[src/rtl/act_pack_serial.sv]
// Requantizes signed sums to 4-bit sign-magnitude nibbles and packs LANES of them into a ping-pong buffered word.
// Build option: ACT_PACK_RELU_EN zeroes negative activations before packing.
module act_pack_lane (
  input  logic       clk,
  input  logic       rst,
  input  logic       we,
  input  logic       clr,
  input  logic       wr_sel,
  input  logic       rd_sel,
  input  logic [3:0] nib,
  output logic [3:0] nib_out
);
  logic [1:0][3:0] nib_d, nib_q;

  always_comb begin
    nib_d = nib_q;
    if (we)       nib_d[wr_sel] = nib;
    else if (clr) nib_d[wr_sel] = 4'b0;
  end

  always_ff @(posedge clk) begin
    if (rst) nib_q <= '0;
    else     nib_q <= nib_d;
  end

  assign nib_out = nib_q[rd_sel];
endmodule

module act_pack_serial #(
  parameter int SUM_W = 16,
  parameter int LANES = 32,
  parameter int SHIFT = 4,
  localparam int CNT_W = $clog2(LANES) + 1
) (
  input  logic               clk,
  input  logic               rst,
  input  logic [SUM_W-1:0]   sum_in,
  input  logic               sum_valid,
  output logic               sum_ready,
  input  logic               flush,
  output logic [4*LANES-1:0] act_out,
  output logic               act_valid,
  input  logic               act_ready,
  output logic [CNT_W-1:0]   lane_cnt
);
  logic [SUM_W:0]     mag_abs, mag_sh;
  logic [2:0]         mag_sat;
  logic               sgn;
  logic [3:0]         nib_new;

  logic [1:0]         full_d, full_q;
  logic               wr_ptr_d, wr_ptr_q;
  logic               rd_ptr_d, rd_ptr_q;
  logic [CNT_W-1:0]   lane_cnt_d, lane_cnt_q;
  logic               acc_fire, rel_fire, close_fire;

  // Magnitude is one bit wider so the most negative sum does not wrap.
  always_comb begin
    sgn     = sum_in[SUM_W-1];
    mag_abs = sgn ? (~{sgn, sum_in} + (SUM_W+1)'(1)) : {1'b0, sum_in};
    mag_sh  = mag_abs >> SHIFT;
    mag_sat = (mag_sh > (SUM_W+1)'(7)) ? 3'd7 : mag_sh[2:0];
    nib_new = (mag_sat == 3'd0) ? 4'b0 : {sgn, mag_sat};
`ifdef ACT_PACK_RELU_EN
    if (sgn) nib_new = 4'b0;
`endif
  end

  assign sum_ready = ~(full_q[0] & full_q[1]);
  assign act_valid = full_q[rd_ptr_q];
  assign lane_cnt  = lane_cnt_q;

  always_comb begin
    acc_fire   = sum_valid & sum_ready;
    rel_fire   = act_valid & act_ready;
    close_fire = (acc_fire && lane_cnt_q == CNT_W'(LANES-1)) ||
                 (flush && (lane_cnt_q != '0 || acc_fire));
    full_d     = full_q;
    if (rel_fire)   full_d[rd_ptr_q] = 1'b0;
    if (close_fire) full_d[wr_ptr_q] = 1'b1;
    wr_ptr_d   = close_fire ? ~wr_ptr_q : wr_ptr_q;
    rd_ptr_d   = rel_fire   ? ~rd_ptr_q : rd_ptr_q;
    lane_cnt_d = lane_cnt_q;
    if (close_fire)    lane_cnt_d = '0;
    else if (acc_fire) lane_cnt_d = lane_cnt_q + CNT_W'(1);
  end

  always_ff @(posedge clk) begin
    if (rst) begin
      full_q     <= '0;
      wr_ptr_q   <= 1'b0;
      rd_ptr_q   <= 1'b0;
      lane_cnt_q <= '0;
    end else begin
      full_q     <= full_d;
      wr_ptr_q   <= wr_ptr_d;
      rd_ptr_q   <= rd_ptr_d;
      lane_cnt_q <= lane_cnt_d;
    end
  end

  // Writing lane 0 wipes the rest of the fill buffer, so a flushed word is zero-padded.
  for (genvar i = 0; i < LANES; i++) begin : g_lane
    act_pack_lane u_lane (
      .clk     (clk),
      .rst     (rst),
      .we      (acc_fire && lane_cnt_q == CNT_W'(i)),
      .clr     (acc_fire && lane_cnt_q == '0 && i != 0),
      .wr_sel  (wr_ptr_q),
      .rd_sel  (rd_ptr_q),
      .nib     (nib_new),
      .nib_out (act_out[4*i +: 4])
    );
  end
endmodule

[config.mk]
export PLATFORM = sky130hd
export DESIGN_NAME = act_pack_serial
export DESIGN_NICKNAME = d
export VERILOG_FILES = /design/src/rtl/act_pack_serial.sv
export SDC_FILE = /design/constraint.sdc
export NUM_CORES = 1
export LEC_CHECK = 0
export BUFFER_PORTS_ARGS = -buffer_cell sky130_fd_sc_hd__buf_2
export CORE_MARGIN = 2
export CORE_UTILIZATION = 57
export DETAILED_ROUTE_END_ITERATION = 8
export PLACE_DENSITY_LB_ADDON = 0.05
export RECOVER_POWER = 100
export SLEW_MARGIN = 20
export SYNTH_ARGS = -nofsm -noshare
export SYNTH_HDL_FRONTEND = slang
export SYNTH_SLANG_ARGS = --single-unit
[constraint.sdc]
create_clock -name clk -period 3.6 [get_ports clk]
set_clock_uncertainty 0.1 [all_clocks]
set_input_delay 0.18 -clock clk [delete_from_list [all_inputs] [get_ports clk]]
set_output_delay 0.18 -clock clk [all_outputs]
set_load 0.03 [all_outputs]
==> qor.txt, run 1 <==
clock power share: 45.9%
# Post-CTS Setup Buffers: 0
DR WL/cell: 21.18 µm
HP Class: in -> reg
crit path capture type: flop
Final setup viols: 0
synth cell count leaders: dfxtp_1 (266), a32o_1 (176), mux2_2 (129)
max-slew violations: 55
post-route cell area: 12990 µm²
Antenna diodes: 0
Sw Share: 23.99%
library cells used by synthesis: 54
total die area: 21090 µm²
cell total after placement: 1399
Die Height: 145.2 µm
Pre-antenna DRT Iters: 5
total congestion overflow: 0
transition time of the tightest slew-check pin: 1.503 ns
count leader, synth: dfxtp_1
failing checks: capacitance limit, slew limit
routed wire length: 30.78 mm
num rows: 51
share of layout cells above drive strength 1: 19.44%
max_cap viols: 1
peak supply drop: 0.3948 mV
Critical Path Start Type: primary input
Syn Nets: 1078
Initial Util: 58.23%
first-pass GRT wire length: 48.91 mm
CTS root buffer: clkbuf_16
DRT antenna net count: 0
DRC violation total after the first TritonRoute iteration: 667
RSZ-0062 raised after global routing: false
hpwl dp: 18.90 mm
vias per inst: 6.471
final worst path period need: 3.106 ns
Nets: 1191
Skew-Pair Late Insertion Delay: 0.53 ns
Logic pwr share: 7.1%
reg2reg setup slack: 0.75 ns
clock tree buffer depth: 3
Remaining DRCs: 0
Filler cells: 1623
TritonCTS clock tree: built
die span in x: 145.2 µm
Max Fclk: 0.3219 GHz
relative slew slack: -0.1913%
number of global-route vias before repair: 9056
DP Area: 12190 µm²
IO buf count: 156
Critical Path AT: 3.43 ns
largest net degree at the start of global routing: 79
Yosys Warn Count: 0
Worst EP required: 3.93 ns
async set or reset register ratio after synthesis: 0%
total clock sinks: 266
area leader, netlist: dfxtp_1
outcome: complete, but fails checks
Reg power frac: 47.0%
Hold Fails Final Rpt: 0
final std cells w/o fill: 1453
overall power: 6.332 mW
Resized Gates After CTS: 0
pwr dens: 487.4 nW/µm²
Post-Synthesis Cells: 1053
CTS buffer count: 28
Syn-to-layout area delta: 14.24%
Post-Syn Area: 11370 µm²
Crit Path Class: in -> reg
sequential share of the synthesized area: 46.83%
share of the synthesized area in the top cell type: 46.83%
Boundary Pins: 157
initial antenna violation count: 0
worst-path maximum fanout: 64
Internal Power: 4.813 mW
clock-pin slew on the worst setup and hold paths: 0.06 ns
Post-synth EDFFs: 0
Total GRT Usage: 27.94%
Avg Inst Size Synth: 10.80 µm²
H-tree depth: 1
final period utilization: 86.28%
routability cong.: 0.7869
routed vias: 9403
Setup Total Neg Slack: 0 ns
core area: 19530 µm²
NetSw: 1.519 mW
dominant synthesized flop cell: dfxtp_1
Synth area leaders: dfxtp_1 (47%), a32o_1 (15%), mux2_2 (13%), a22o_1 (5.5%), a21oi_1 (3.1%)
Leak: 4.957 nW
post-synthesis register bit count: 266
## power by group through the flow
stage | Combinational [mW] | Sequential (mW) | Clock, mW
finish | 0.451 | 2.97 | 2.91
global route | 0.486 | 2.97 | 3.07
CTS | 0.447 | 2.97 | 2.93
detailed placement | 0.443 | 3.04 | 0
global placement | 0.442 | 3.04 | 0
floorplan | 0.306 | 3.03 | 0
## state kept, by name, summed over array words and instances, names as in the netlist
register,flops
rd_ptr_q,1
lane_cnt,6
wr_ptr_q,1
full_q,2
g_lane.u_lane.nib_q,256
## worst max-delay path, stage by stage
cell and delay, ns:
dlygate4sd3_1 0.52, buf_2 0.24, nand3_1 0.14, o2111ai_1 0.21
a211oi_1 0.10, a211o_1 0.30, or4_2 0.66, buf_2 0.52
a32o_1 0.46
## cell families (layout without fill, tap and decap cells)
family,count (synthesis),in the layout,synth area share [%]
flip-flops,266,266,46.83
adder cells (fa/ha/maj),4,4,0.4402
XOR/XNOR,8,8,0.6161
buffers and inverters,110,245,4.995
AND/OR/NAND/NOR,174,174,7.185
AO/OA/AOI/OAI,360,360,26.98
multiplexers,131,131,12.95
## final cells by class
cell class | instances | area [µm²] | share of cell area (%)
clock buffer | 42 | 825.8 | 6.357
clock inverter | 10 | 108.9 | 0.8380
inverter | 13 | 48.80 | 0.3756
multi-input combinational | 677 | 5522 | 42.51
sequential | 266 | 5329 | 41.02
tap | 265 | 331.6 | 2.552
timing repair buffer | 180 | 824.5 | 6.348
## metrics by stage
| step | hold WS (ns) | util (%) | setup slack [ns] |
|---|---|---|---|
| CTS | 0.01185 | 67.33 | 0.8306 |
| global placement | 0.3400 | 62.44 | 0.4545 |
| finish | 0.02954 | 66.53 | 0.4939 |
| floorplan | 0.1987 | - | 0.9215 |
| global route | 0.03266 | 66.53 | 0.3717 |
| detailed placement | 0.3498 | 62.44 | 0.4060 |
## layer usage
metal / up-vias / global-route usage, % / routed length, µm
li1: 4359 / - / -
met1: 4690 / 38.39 / 14050
met2: 302 / 46.04 / 14270
met3: 52 / 4.151 / 1779
met4: 0 / 7.598 / 681
met5: - / 0 / 0
## worst paths after layout
path	cells past startpoint	startpoint	to
setup / recovery	9	sum_in[15]	g_lane[29].u_lane.nib_q[3]
hold / removal	3	rst	g_lane[0].u_lane.nib_q[1]
setup reg to reg	8	lane_cnt[0]	g_lane[31].u_lane.nib_q[7]
hold reg to reg	1	g_lane[11].u_lane.nib_q[2]	g_lane[11].u_lane.nib_q[2]
## layout by cell type (no fill, tap or decap), types with 4 or more instances in the layout
master     netlist  layout
a22o_1          72      72
ha_1             4       4
nor3_1           7       7
nand3_1         19      19
xnor2_1          4       4
nor2_1          67      65
mux2_1           0      25
o21a_1           6       6
or4_2            0       4
dfxtp_1        266     265
mux2_2         129     104
a31oi_1          6       6
clkinv_2         0       6
buf_2            7      47
clkbuf_16        0      30
and3_1           6       5
inv_1           10      10
or2_2            5       5
a21oi_1         70      70
xor2_1           4       4
o21ai_0          9       9
nand2_1         38      38
buf_4            3      15
a32o_1         176     176
clkbuf_1        65     122
nor2b_1          4       4
## what timing repair did
item                                    CTS  global route
endpoints found under the setup margin    0             0
hold buffers                              2             0
endpoints found under the hold margin     4             0
Note: power is estimated with default switching activity, not from simulation.
==> run 2, diff against run 1 <==
- CORE_UTILIZATION: 57 -> 45
==> run 2 against run 1 <==
The flow now finishes without violations. Fmax rose by 1.0%. Routed wire length rose by 6.1%. Sequential cell count unchanged. Combinational power about the same. Sequential power barely moved. Total power grew 4.5%. Final cell count rose by 4.5%. Critical path type unchanged.
==> qor.txt, run 2 (synthesis gave the netlist of run 1 again) <==
core area: 24960 µm²
routability cong.: 0.7921
Hold Fails Final Rpt: 0
hpwl dp: 20.60 mm
Top reg by flops: g_lane.u_lane.nib_q
Crit Path Class: in -> reg
number of global-route vias before repair: 8936
Leak: 5.054 nW
largest net degree at the start of global routing: 76
total die area: 26560 µm²
Final setup viols: 0
Worst EP required: 3.93 ns
final period utilization: 85.42%
peak supply drop: 0.3299 mV
CTS root buffer: clkbuf_16
relative slew slack: 38.68%
Max Fclk: 0.3252 GHz
max reg flops: 256
transition time of the tightest slew-check pin: 0.9198 ns
Remaining DRCs: 0
outcome: finished, final reports clean
clock-pin slew on the worst setup and hold paths: 0.06 ns
Syn-to-layout area delta: 16.13%
Setup Total Neg Slack: 0 ns
max_cap viols: 0
Skew-Pair Late Insertion Delay: 0.55 ns
pwr dens: 500.9 nW/µm²
RSZ-0062 raised after global routing: false
DRC violation total after the first TritonRoute iteration: 638
Critical Path AT: 3.41 ns
worst-case hold slack: 0.02303 ns
crit path capture type: flop
vias per inst: 6.099
HP Class: in -> reg
most frequent cells in the layout: dfxtp_1 (265), a32o_1 (176), clkbuf_1 (110)
routed wire length: 32.65 mm
TritonCTS clock tree: built
initial antenna violation count: 0
Boundary Pins: 157
Antenna diodes: 0
routed vias: 9264
total clock sinks: 266
Initial Util: 45.55%
share of layout cells above drive strength 1: 20.19%
CTS buffer count: 29
Nets: 1193
die span in x: 163.0 µm
total congestion overflow: 0
Total GRT Usage: 23.93%
Resized Gates After CTS: 0
first-pass GRT wire length: 50.65 mm
final worst path period need: 3.075 ns
most common cell after layout, fill and taps aside: dfxtp_1
DR WL/cell: 21.50 µm
Die Height: 163.0 µm
IO buf count: 156
H-tree depth: 1
Pre-antenna DRT Iters: 5
max-slew violations: 0
clock tree buffer depth: 3
DRT antenna net count: 0
Critical Path Start Type: primary input
worst-path maximum fanout: 42
num rows: 58
==> run 2: cell count changes in the layout (fill, tap and decap cells not counted), moves of 3 or more <==
cell / before / now
buf_4: 15 / 18
clkbuf_1: 122 / 110
bufinv_16: 2 / 5
mux2_2: 104 / 100
buf_2: 47 / 50
mux2_1: 25 / 29
clkbuf_8: 3 / 7
==> run 2: where the power goes <==
part           switching [mW]  total (mW)  internal [mW]  leakage, nW
Sequential             0.0175        2.98           2.96         2.14
Clock                    1.21        3.18           1.97        0.510
Combinational           0.331       0.454          0.124         2.40
==> run 2: layout make-up <==
cell class	count	area, µm²
Timing Repair Buffer	181	872.1
Sequential cell	266	5329
Fill cell	2345	11760
Inverter	13	48.80
Multi-Input combinational cell	677	5513
Clock buffer	39	833.3
Clock inverter	13	196.4
Tap cell	330	412.9
==> run 2: repair_timing <==
action,CTS,global route
hold endpoints to repair,4,0
hold buffers,2,0
buffers inserted,0,0
==> run 2: worst paths after layout <==
check	start	end	slack (ns)	cells past startpoint
setup / recovery	sum_in[15]	g_lane[23].u_lane.nib_q[0]	0.52	9
setup reg to reg	lane_cnt[0]	lane_cnt[0]	0.78	8
hold reg to reg	g_lane[19].u_lane.nib_q[3]	g_lane[19].u_lane.nib_q[3]	0.36	1
hold / removal	sum_valid	lane_cnt[0]	0.02	4
==> run 2: layer usage <==
| metal | vias to the layer above | part of all wire, % | track usage, % |
|---|---|---|---|
| li1 | 4372 | - | - |
| met1 | 4588 | 48 | 34.46 |
| met2 | 261 | 46 | 38.66 |
| met3 | 43 | 4.4 | 2.699 |
| met4 | 0 | 1.8 | 5.310 |
| met5 | - | 0 | 0 |
==> run 2: critical path, cell delays in order <==
cell and delay (ns):
dlygate4sd3_1 0.52, clkbuf_1 0.46, nand3_1 0.21, o2111ai_1 0.24, a211oi_1 0.09, a211o_1 0.31
or4_2 0.71, buf_4 0.31, a32o_1 0.33
==> run 2: stage by stage <==
step	cell area, µm²	setup slack (ns)	utilization, %	std cells	power [mW]
6_report	13210	0.5247	52.90	1519	6.615
5_1_grt	13210	0.3528	52.90	1519	6.822
4_1_cts	13340	0.8568	53.45	1519	6.665
3_5_place_dp	12290	0.4020	49.25	1465	3.495
3_3_place_gp	12290	0.4740	49.25	1465	3.494
2_1_floorplan	11370	0.9215	-	1053	3.338
